==> src/rtl/regfile_dbg_pkg.sv <==
// rtl/regfile_dbg_pkg.sv - shared state, defaults and request type for the register file debug arbiter
package regfile_dbg_pkg;

  localparam int DEF_BUSWIDTH   = 32;
  localparam int DEF_REGNUMLOG2 = 5;

  typedef enum logic [1:0] {
    IDLE,
    HALT,
    ACCESS,
    RESP
  } dbg_state_e;

  typedef struct packed {
    logic                      we;
    logic [DEF_REGNUMLOG2-1:0] addr;
    logic [DEF_BUSWIDTH-1:0]   wdata;
  } dbg_req_t;

endpackage

==> src/rtl/regfile_dbg_arbiter_if.sv <==
// rtl/regfile_dbg_arbiter_if.sv - debug request/response bus between debug module and arbiter
// Optional REGFILE_DBG_AUTOINC_EN adds the dbg_req_burst field.
interface regfile_dbg_arbiter_if
  import regfile_dbg_pkg::*;
#(
  parameter int BUSWIDTH   = DEF_BUSWIDTH,
  parameter int REGNUMLOG2 = DEF_REGNUMLOG2
);
  logic                  dbg_req_valid;
  logic                  dbg_req_ready;
  logic                  dbg_req_we;
  logic [REGNUMLOG2-1:0] dbg_req_addr;
  logic [BUSWIDTH-1:0]   dbg_req_wdata;
  logic                  dbg_resp_valid;
  logic                  dbg_resp_ready;
  logic [BUSWIDTH-1:0]   dbg_resp_rdata;
  logic                  dbg_resp_err;
`ifdef REGFILE_DBG_AUTOINC_EN
  logic [7:0]            dbg_req_burst;

  modport master (
    output dbg_req_valid, dbg_req_we, dbg_req_addr, dbg_req_wdata, dbg_req_burst, dbg_resp_ready,
    input  dbg_req_ready, dbg_resp_valid, dbg_resp_rdata, dbg_resp_err
  );
  modport slave (
    input  dbg_req_valid, dbg_req_we, dbg_req_addr, dbg_req_wdata, dbg_req_burst, dbg_resp_ready,
    output dbg_req_ready, dbg_resp_valid, dbg_resp_rdata, dbg_resp_err
  );
`else
  modport master (
    output dbg_req_valid, dbg_req_we, dbg_req_addr, dbg_req_wdata, dbg_resp_ready,
    input  dbg_req_ready, dbg_resp_valid, dbg_resp_rdata, dbg_resp_err
  );
  modport slave (
    input  dbg_req_valid, dbg_req_we, dbg_req_addr, dbg_req_wdata, dbg_resp_ready,
    output dbg_req_ready, dbg_resp_valid, dbg_resp_rdata, dbg_resp_err
  );
`endif
endinterface

==> src/rtl/regfile_wport_mux.sv <==
// rtl/regfile_wport_mux.sv - register file write port mux; core writeback always beats debug
module regfile_wport_mux
  import regfile_dbg_pkg::*;
#(
  parameter int BUSWIDTH   = DEF_BUSWIDTH,
  parameter int REGNUMLOG2 = DEF_REGNUMLOG2
) (
  input  logic                  core_wen,
  input  logic [REGNUMLOG2-1:0] core_waddr,
  input  logic [BUSWIDTH-1:0]   core_wdata,
  input  logic                  dbg_wen,
  input  logic [REGNUMLOG2-1:0] dbg_waddr,
  input  logic [BUSWIDTH-1:0]   dbg_wdata,
  output logic                  rf_wen,
  output logic [REGNUMLOG2-1:0] rf_waddr,
  output logic [BUSWIDTH-1:0]   rf_wdata
);
  always_comb begin
    rf_wen   = 1'b0;
    rf_waddr = '0;
    rf_wdata = '0;
    if (core_wen) begin
      rf_wen   = 1'b1;
      rf_waddr = core_waddr;
      rf_wdata = core_wdata;
    end else if (dbg_wen) begin
      rf_wen   = 1'b1;
      rf_waddr = dbg_waddr;
      rf_wdata = dbg_wdata;
    end
  end
endmodule

==> src/rtl/regfile_dbg_arbiter.sv <==
// rtl/regfile_dbg_arbiter.sv - halts the pipeline and sequences one debug register access
// Optional REGFILE_DBG_AUTOINC_EN: each request runs dbg_req_burst extra auto-incrementing accesses.
module regfile_dbg_arbiter
  import regfile_dbg_pkg::*;
#(
  parameter int BUSWIDTH     = DEF_BUSWIDTH,
  parameter int REGNUMLOG2   = DEF_REGNUMLOG2,
  parameter int HALT_TIMEOUT = 255
) (
  input  logic                  clk,
  input  logic                  rst,
  regfile_dbg_arbiter_if.slave  dbg,
  output logic                  halt_req,
  input  logic                  halt_ack,
  input  logic                  core_wen,
  input  logic [REGNUMLOG2-1:0] core_waddr,
  input  logic [BUSWIDTH-1:0]   core_wdata,
  output logic                  rf_wen,
  output logic [REGNUMLOG2-1:0] rf_waddr,
  output logic [BUSWIDTH-1:0]   rf_wdata,
  output logic [REGNUMLOG2-1:0] rf_raddr,
  output logic                  rf_rsel,
  input  logic [BUSWIDTH-1:0]   rf_rdata
);
  localparam int CW = $clog2(HALT_TIMEOUT + 1);
  localparam logic [CW-1:0] CNT_LAST = CW'(HALT_TIMEOUT - 1);

  dbg_state_e            state, state_nxt;
  logic                  req_we;
  logic [REGNUMLOG2-1:0] req_addr;
  logic [BUSWIDTH-1:0]   req_wdata;
  logic [CW-1:0]         cnt;
  logic                  err;
  logic [BUSWIDTH-1:0]   rdata;
  logic                  access_done;
  logic                  dbg_wen;
  logic                  more;

`ifdef REGFILE_DBG_AUTOINC_EN
  logic [7:0] burst_left;
  assign more = (burst_left != 8'd0) && !err;
`else
  assign more = 1'b0;
`endif

  always_ff @(posedge clk) begin
    if (rst) state <= IDLE;
    else     state <= state_nxt;
  end

  always_comb begin
    state_nxt          = state;
    dbg.dbg_req_ready  = 1'b0;
    dbg.dbg_resp_valid = 1'b0;
    halt_req           = 1'b0;
    rf_rsel            = 1'b0;
    access_done        = 1'b0;
    dbg_wen            = 1'b0;
    case (state)
      IDLE: begin
        dbg.dbg_req_ready = 1'b1;
        if (dbg.dbg_req_valid) state_nxt = HALT;
      end
      HALT: begin
        halt_req = 1'b1;
        if (halt_ack)             state_nxt = ACCESS;
        else if (cnt == CNT_LAST) state_nxt = RESP;
      end
      ACCESS: begin
        halt_req = 1'b1;
        rf_rsel  = !req_we;
        // A core writeback in this cycle owns the write port; retry next cycle.
        if (!core_wen) begin
          access_done = 1'b1;
          dbg_wen     = req_we && (req_addr != '0);
          state_nxt   = RESP;
        end
      end
      RESP: begin
        dbg.dbg_resp_valid = 1'b1;
        halt_req           = !err;
        if (dbg.dbg_resp_ready) state_nxt = more ? ACCESS : IDLE;
      end
      default: state_nxt = IDLE;
    endcase
  end

  always_ff @(posedge clk) begin
    if (rst) begin
      req_we     <= 1'b0;
      req_addr   <= '0;
      req_wdata  <= '0;
      cnt        <= '0;
      err        <= 1'b0;
      rdata      <= '0;
`ifdef REGFILE_DBG_AUTOINC_EN
      burst_left <= 8'd0;
`endif
    end else begin
      case (state)
        IDLE: if (dbg.dbg_req_valid) begin
          req_we     <= dbg.dbg_req_we;
          req_addr   <= dbg.dbg_req_addr;
          req_wdata  <= dbg.dbg_req_wdata;
          cnt        <= '0;
`ifdef REGFILE_DBG_AUTOINC_EN
          burst_left <= dbg.dbg_req_burst;
`endif
        end
        HALT: begin
          cnt <= cnt + 1'b1;
          if (!halt_ack && cnt == CNT_LAST) err <= 1'b1;
        end
        ACCESS: if (access_done) begin
          rdata <= (!req_we && req_addr != '0) ? rf_rdata : '0;
        end
        RESP: if (dbg.dbg_resp_ready) begin
          err   <= 1'b0;
          rdata <= '0;
`ifdef REGFILE_DBG_AUTOINC_EN
          if (more) begin
            burst_left <= burst_left - 8'd1;
            req_addr   <= (req_addr == '1) ? REGNUMLOG2'(1) : req_addr + 1'b1;
          end
`endif
        end
        default: ;
      endcase
    end
  end

  assign dbg.dbg_resp_rdata = rdata;
  assign dbg.dbg_resp_err   = err;
  assign rf_raddr           = rf_rsel ? req_addr : '0;

  regfile_wport_mux #(
    .BUSWIDTH   (BUSWIDTH),
    .REGNUMLOG2 (REGNUMLOG2)
  ) u_wport_mux (
    .core_wen   (core_wen),
    .core_waddr (core_waddr),
    .core_wdata (core_wdata),
    .dbg_wen    (dbg_wen),
    .dbg_waddr  (req_addr),
    .dbg_wdata  (req_wdata),
    .rf_wen     (rf_wen),
    .rf_waddr   (rf_waddr),
    .rf_wdata   (rf_wdata)
  );
endmodule

==> src/flat_wrapper.sv <==
// flat-port wrapper written by rule: the top's interface ports become plain ports
module regfile_dbg_arbiter_flat import regfile_dbg_pkg::*;
#(
  parameter int BUSWIDTH     = DEF_BUSWIDTH,
  parameter int REGNUMLOG2   = DEF_REGNUMLOG2,
  parameter int HALT_TIMEOUT = 255
)
  (clk, rst, halt_req, halt_ack, core_wen, core_waddr, core_wdata, rf_wen, rf_waddr, rf_wdata, rf_raddr, rf_rsel, rf_rdata, dbg_dbg_req_valid, dbg_dbg_req_we, dbg_dbg_req_addr, dbg_dbg_req_wdata, dbg_dbg_resp_ready, dbg_dbg_req_ready, dbg_dbg_resp_valid, dbg_dbg_resp_rdata, dbg_dbg_resp_err);
  regfile_dbg_arbiter_if #(.BUSWIDTH(BUSWIDTH), .REGNUMLOG2(REGNUMLOG2)) dbg_i ();
  input  logic clk;
  input  logic rst;
  output logic halt_req;
  input  logic halt_ack;
  input  logic core_wen;
  input  logic [REGNUMLOG2-1:0] core_waddr;
  input  logic [BUSWIDTH-1:0] core_wdata;
  output logic rf_wen;
  output logic [REGNUMLOG2-1:0] rf_waddr;
  output logic [BUSWIDTH-1:0] rf_wdata;
  output logic [REGNUMLOG2-1:0] rf_raddr;
  output logic rf_rsel;
  input  logic [BUSWIDTH-1:0] rf_rdata;
  input wire logic [$bits(dbg_i.dbg_req_valid)-1:0] dbg_dbg_req_valid;
  input wire logic [$bits(dbg_i.dbg_req_we)-1:0] dbg_dbg_req_we;
  input wire logic [$bits(dbg_i.dbg_req_addr)-1:0] dbg_dbg_req_addr;
  input wire logic [$bits(dbg_i.dbg_req_wdata)-1:0] dbg_dbg_req_wdata;
  input wire logic [$bits(dbg_i.dbg_resp_ready)-1:0] dbg_dbg_resp_ready;
  output wire logic [$bits(dbg_i.dbg_req_ready)-1:0] dbg_dbg_req_ready;
  output wire logic [$bits(dbg_i.dbg_resp_valid)-1:0] dbg_dbg_resp_valid;
  output wire logic [$bits(dbg_i.dbg_resp_rdata)-1:0] dbg_dbg_resp_rdata;
  output wire logic [$bits(dbg_i.dbg_resp_err)-1:0] dbg_dbg_resp_err;
  assign dbg_i.dbg_req_valid = dbg_dbg_req_valid;
  assign dbg_i.dbg_req_we = dbg_dbg_req_we;
  assign dbg_i.dbg_req_addr = dbg_dbg_req_addr;
  assign dbg_i.dbg_req_wdata = dbg_dbg_req_wdata;
  assign dbg_i.dbg_resp_ready = dbg_dbg_resp_ready;
  assign dbg_dbg_req_ready = dbg_i.dbg_req_ready;
  assign dbg_dbg_resp_valid = dbg_i.dbg_resp_valid;
  assign dbg_dbg_resp_rdata = dbg_i.dbg_resp_rdata;
  assign dbg_dbg_resp_err = dbg_i.dbg_resp_err;
  regfile_dbg_arbiter #(.BUSWIDTH(BUSWIDTH), .REGNUMLOG2(REGNUMLOG2), .HALT_TIMEOUT(HALT_TIMEOUT)) u_core (.clk(clk), .rst(rst), .dbg(dbg_i), .halt_req(halt_req), .halt_ack(halt_ack), .core_wen(core_wen), .core_waddr(core_waddr), .core_wdata(core_wdata), .rf_wen(rf_wen), .rf_waddr(rf_waddr), .rf_wdata(rf_wdata), .rf_raddr(rf_raddr), .rf_rsel(rf_rsel), .rf_rdata(rf_rdata));
endmodule
==> config.mk <==
export PLATFORM = sky130hd
export DESIGN_NAME = regfile_dbg_arbiter_flat
export DESIGN_NICKNAME = d
export VERILOG_FILES = /design/src/rtl/regfile_dbg_pkg.sv /design/src/rtl/regfile_dbg_arbiter_if.sv /design/src/rtl/regfile_wport_mux.sv /design/src/rtl/regfile_dbg_arbiter.sv /design/src/flat_wrapper.sv
export SDC_FILE = /design/constraint.sdc
export NUM_CORES = 1
export LEC_CHECK = 0
export BUFFER_PORTS_ARGS = -buffer_cell sky130_fd_sc_hd__buf_4
export CELL_PAD_IN_SITES_DETAIL_PLACEMENT = 0
export CELL_PAD_IN_SITES_GLOBAL_PLACEMENT = 1
export CORE_MARGIN = 4
export CORE_UTILIZATION = 32
export CTS_CLUSTER_SIZE = 24
export DETAILED_ROUTE_END_ITERATION = 6
export PLACE_DENSITY_LB_ADDON = 0.1
export SLEW_MARGIN = 40
export SYNTH_ARGS = -nofsm -noshare
export SYNTH_HDL_FRONTEND = slang
export SYNTH_SLANG_ARGS = --single-unit
==> constraint.sdc <==
create_clock -name clk -period 2.15 [get_ports clk]
set_input_delay 0.5375 -clock clk [delete_from_list [all_inputs] [get_ports clk]]
set_output_delay 0.5375 -clock clk [all_outputs]
set_load 0.05 [all_outputs]
; Word level (Yosys, flattened, before mapping)
; Index checks and enable logic that the tools add are counted.
[totals]
reg_bits = 81
output_inout_bits = 80
wordCells = 65
[classes]
addsub = 1
n_eq_ne = 10
n_mux = 30
reduce_logical = 17
[op_table]
columns = op, count
row1 = 32-bit two-way mux, 5
row2 = 32-bit case mux with 2 select lines, 1
row3 = 8-bit case mux with 2 select lines, 1
row4 = 5-bit two-way mux, 3
row5 = 1-bit two-way mux, 11
row6 = 2-bit two-way mux, 5
row7 = 8-bit by 1-bit adder with 8-bit output (second input constant), 1
row8 = 8-bit equality test (second input constant), 1
row9 = 8-bit two-way mux, 1
row10 = 2-bit case mux with 4 select lines, 1
row11 = 2-bit inequality test (second input constant), 3
row12 = 3-bit AND reduction, 2
row13 = 2-bit nonzero test, 3
row14 = 5-bit nonzero test, 1
row15 = 2-bit equality test (second input constant), 2
row16 = 2-bit by 1-bit inequality test with 1-bit output (second input constant), 2
row17 = 1-bit case mux with 2 select lines, 2
row18 = 2-bit AND reduction, 2
row19 = 4-bit AND reduction, 1
row20 = 1-bit logical AND, 3
row21 = 1-bit logical NOT, 3
row22 = 3-bit by 2-bit inequality test with 1-bit output (second input constant), 1
row23 = 2-bit by 1-bit equality test with 1-bit output (second input constant), 1
row24 = 2-bit logical NOT, 1
row25 = 2-bit OR reduction, 1

; Longest topological paths before layout
[depth]
ltp_word = 6
depth_mapped = 7

; Cells and area by module
; Synthesis repeated with hierarchy kept, for this count alone.
[unflattened]
cells_unflattened = 415
hier_area_um2 = 3654.8
[by_module_without_submodules]
columns = module, instances, cells_each, area_each_um2
row1 = regfile_dbg_arbiter, 1, 364, 3253.1
row2 = regfile_wport_mux, 1, 51, 401.6

; Least setup slack after synthesis
; No wires, ideal clock.
[synth_timing]
path_type = register to output
start = reg u_core.state[0]
end = out rf_raddr[0]
arrival_time_ns = 2.021
t_required_ns = 1.612
slack_ns = -0.409
path_stages_with_launch = 5
cell_sequence = dfxtp_1 -> inv_1 -> ha_1 -> nor2b_1 -> and2_1
[synth_via]
elab_chain_len = 3
[synth_lines]
columns = element, line_no
row1 = "start, declared", regfile_dbg_arbiter.sv:28  ; dbg_state_e state, state_nxt;
row2 = "start signal, assigned", regfile_dbg_arbiter.sv:48  ; else state <= state_nxt;
row3 = 2-bit equality test, regfile_dbg_arbiter.sv:59  ; case (state)
row4 = 1-bit two-way mux, regfile_dbg_arbiter.sv:59
row5 = named net rf_rsel, flat_wrapper.sv:21  ; output logic rf_rsel;
row6 = 5-bit two-way mux, regfile_dbg_arbiter.sv:134  ; assign rf_raddr = rf_rsel ? req_addr : '0;
row7 = "end, declared", flat_wrapper.sv:20  ; output logic [REGNUMLOG2-1:0] rf_raddr;
; The timed path passes the listed nets, and every way through them passes these cells.

; Worst setup path after layout
[layout_timing]
start = reg u_core.req_addr[0]
end = out rf_wdata[9]
[layout_via]
elab_chain_len = 6
[layout_lines]
columns = element, line_no
row1 = "start, declared", regfile_dbg_arbiter.sv:30  ; logic [REGNUMLOG2-1:0] req_addr;
row2 = "start signal, assigned", regfile_dbg_arbiter.sv:103  ; req_addr <= dbg.dbg_req_addr;
row3 = 5-bit nonzero test, regfile_dbg_arbiter.sv:75  ; dbg_wen = req_we && (req_addr != '0);
row4 = 1-bit logical AND, regfile_dbg_arbiter.sv:75
row5 = 1-bit two-way mux, regfile_dbg_arbiter.sv:73  ; if (!core_wen) begin
row6 = 1-bit two-way mux, regfile_dbg_arbiter.sv:59
row7 = 32-bit two-way mux, regfile_wport_mux.sv:26  ; end else if (dbg_wen) begin
row8 = 32-bit two-way mux, regfile_wport_mux.sv:22  ; if (core_wen) begin
row9 = "end, declared", flat_wrapper.sv:19  ; output logic [BUSWIDTH-1:0] rf_wdata;
; Every way passes these cells.

==> metrics.md <==
| Metric | Value |
|---|---|
| Status | finished, violations left |
| Htree depth | 3 |
| Yosys cell types | 39 |
| WHS | 416 ps |
| Max-cap violations | 0 |
| Gr ovfl total | 0 |
| Number of port buffers | between 150 and 200 |
| FF+latch count, synth | between 80 and 90 |
| Async S/R FF share, synth | 0 |
| Die Y | approximately 110 um |
| Top Ports | 193 |
| Post-Route WL | 11100 um |
| Hold Fails Final Rpt | 0 |
| Vias in the first global route | approximately 3500 |
| Most common cell in the netlist | nand2_1 |
| Crit path time final | 2470 ps |
| Width of the die | between 100 and 150 um |
| Commonest cells post-synth | nand2_1 (82), dfxtp_1 (81), nor2_1 (43) |
| Crit start category | flip-flop |
| Total Power | about 5.4 mW |
| Cells after synthesis | approximately 400 |
| Worst vdd rail ir drop | between 0.4 and 0.5 mV |
| Met2 Wirelength | about 5000 um |
| Tot GR Track Use | 0.160 |
| Antenna-violating nets left | 0 |
| Post-synth top area cell | dfxtp_1 |
| Largest net degree at the start of global routing | 41 |
| Dpl hpwl | just over 8000 um |
| Cell at the root of the clock tree | clkbuf_16 |
| Synth top area cells | dfxtp_1 (44%), a22oi_2 (10%), a22o_1 (8.9%), nand2_1 (8.4%), a21oi_1 (5.5%) |
| Violated checks | negative setup slack |
| NumNets Final | 722 |
| Routed met1 length | just under 5000 um |
| Detailed-route via count | between 3000 and 4000 |
| Placed Instances | between 700 and 800 |
| Area delta synth->final | 60.7% |
| Die ar. | about 13000 um2 |
| Num CTS Buffers | 9 |
| Drt pass-1 iters | 4 |
| Clock Latency Late Sink | 320 ps |
| Sequential area share after synthesis | 0.444 |
| CTS tree | built |
| Average cell area after synthesis | just under 9 um2 |
| Slew @ Worst Pin | between 400 and 500 ps |
| Critical path endpoint category | output port |
| Final Worst Setup Slack | -324 ps |
| Ys Warns | 0 |
| Clk_skew | ~9.0 ps |
| Clk sinks | 81 |
| First-pass GRT wire length | 17200 um |
| Tcrit/Tclk final | 1.15 |
| Share of layout cells above drive strength 1 | 0.499 |
| Routed vias/inst | approximately 4.8 |
| Ys flop type | dfxtp_1 |
| Crit path max fanout | 20 |
| Data required time of the worst path | around 1600 ps |
| Kind of critical path | flip-flop to output port |
| Layout Cells excl Fill | about 750 |
| Max layer used | met4 |
| Arr. time, crit path | between 1500 and 2000 ps |
| Diodes inserted | 0 |
| FP Rows | 38 |
| Clock-pin slew of the registers on the worst-case setup and hold paths | about 60 ps |
| Initial antenna violation count | 0 |
| Syn_nets | ~530 |
| Synthesized cell area | approximately 3700 um2 |
| Bufs on Longest Clock Path | 2 |
| Initial Util | 0.333 |
| Number of flops mapped to enable cells by yosys | 0 |
| Remaining DRCs | 0 |
| Hold WC Path Type | input pin to flip-flop |
| Fmax | about 400 MHz |
| Pwr dens | about 920 nW/um2 |
| Metal3 WL | 1120 um |
| Endpoints failing setup | 33 |
| Unrepaired setup endpoints after global routing | true |
| CTS Hold Bufs | 0 |
| Leak | between 2 and 3 nW |
| Max Transition Viols Final | 0 |
| Starting DRT DRC Count | around 160 |
| WL per Instance | about 15 um |
| Gpl congestion | about 0.75 |
| Core area | around 11000 um2 |
| Top-area cell type share of the netlist area | 0.444 |
| Slew headroom | 0.698 |
[placed cells by master (no fill, tap or decap), types with 2 or more instances in the layout]
master        n
inv_1         5
nand4_1       3
o21a_4        2
a22oi_2      30
clkbuf_16     9
nand2b_1      5
nand2_1      81
dfxtp_1      79
a22o_2       30
buf_12        7
nor2b_1       3
buf_4       167
o21ai_0       2
nor2_1       41
nand3_1       2
ha_4          2
a22oi_1       2
xor2_1        2
and2_1        5
nor4_1        3
ha_1          5
a21oi_1      40
xnor2_1       3
buf_6        38
dfxtp_2       2
nor3_1        2
a22o_1        7
clkinvlp_4    2
mux2i_1       2
[worst max-delay path, cell delays in order, from the launching register on]
cell and delay, ps:
dfxtp_1 310, or4_4 550, o21a_4 240, buf_12 150, a22o_2 220, buf_6 150
[flip-flops by register name, summed over array words and instances, names as in the netlist]
name	flops
u_core.dbg.dbg_resp_rdata	32
u_core.req_wdata	32
u_core.cnt	8
u_core.req_addr	5
u_core.state	2
u_core.dbg.dbg_resp_err	1
u_core.req_we	1
[kinds of logic after synthesis]
| logic type | share of synthesized area |
|---|---|
| flip-flops | 0.444 |
| multiplexers | 0.00856 |
| AND/OR/NAND/NOR | 0.185 |
| buffers and inverters | 0.0497 |
| AO/OA/AOI/OAI | 0.277 |
| XOR/XNOR | 0.0120 |
| adder cells (fa/ha/maj) | 0.0240 |
[layout make-up]
type,count,area (um2)
Tap cell,140,175
Fill cell,1042,5110
Timing Repair Buffer,212,1820
Multi-Input combinational cell,292,1940
Sequential cell,81,1620
Clock buffer,9,225
Inverter,6,22.5
Clock inverter,5,58.8
[per-stage QoR]
stage	utilization	TNS (ps)	instance area, um2	setup slack, ps
after CTS	0.530	-10380	5820	-327
after global routing	0.534	-11660	5870	-373
after global placement	0.489	0	5380	17.7
after detailed placement	0.489	0	5380	2.44
final	0.534	-10280	5870	-324
after floorplan	-	-478	3690	-94.8
[worst paths after layout]
check	endpoint	slack [ps]	from	cells after the start
min	u_core.dbg.dbg_resp_err$_SDFFE_PP0P_	420	dbg_dbg_resp_ready	2
max reg2reg	u_core.dbg.dbg_resp_rdata[18]$_SDFFE_PP0P_	420	u_core.req_addr[0]$_SDFFE_PP0P_	6
max	rf_wdata[9]	-320	u_core.req_addr[0]$_SDFFE_PP0P_	5
min reg2reg	u_core.req_wdata[6]$_SDFFE_PP0P_	450	u_core.req_wdata[6]$_SDFFE_PP0P_	2
[timing repair]
action	CTS	global route
resized for setup	41	11
endpoints found under the hold margin	0	0
setup buffers	3	1
setup endpoints to repair	44	42
pin swaps	2	2
[power breakdown]
part           internal (mW)  total (mW)  switching, mW
Sequential              1.69        1.81          0.122
Clock                  0.886        1.48          0.594
Combinational          0.823        2.08           1.26
[layer usage]
layer / track usage / up-vias
li1: - / 1816
met4: 0.0454 / 0
met2: 0.258 / 139
met5: 0 / -
met3: 0.0558 / 12
met1: 0.204 / 1639
No activity file was read; power rests on OpenSTA's default activity.
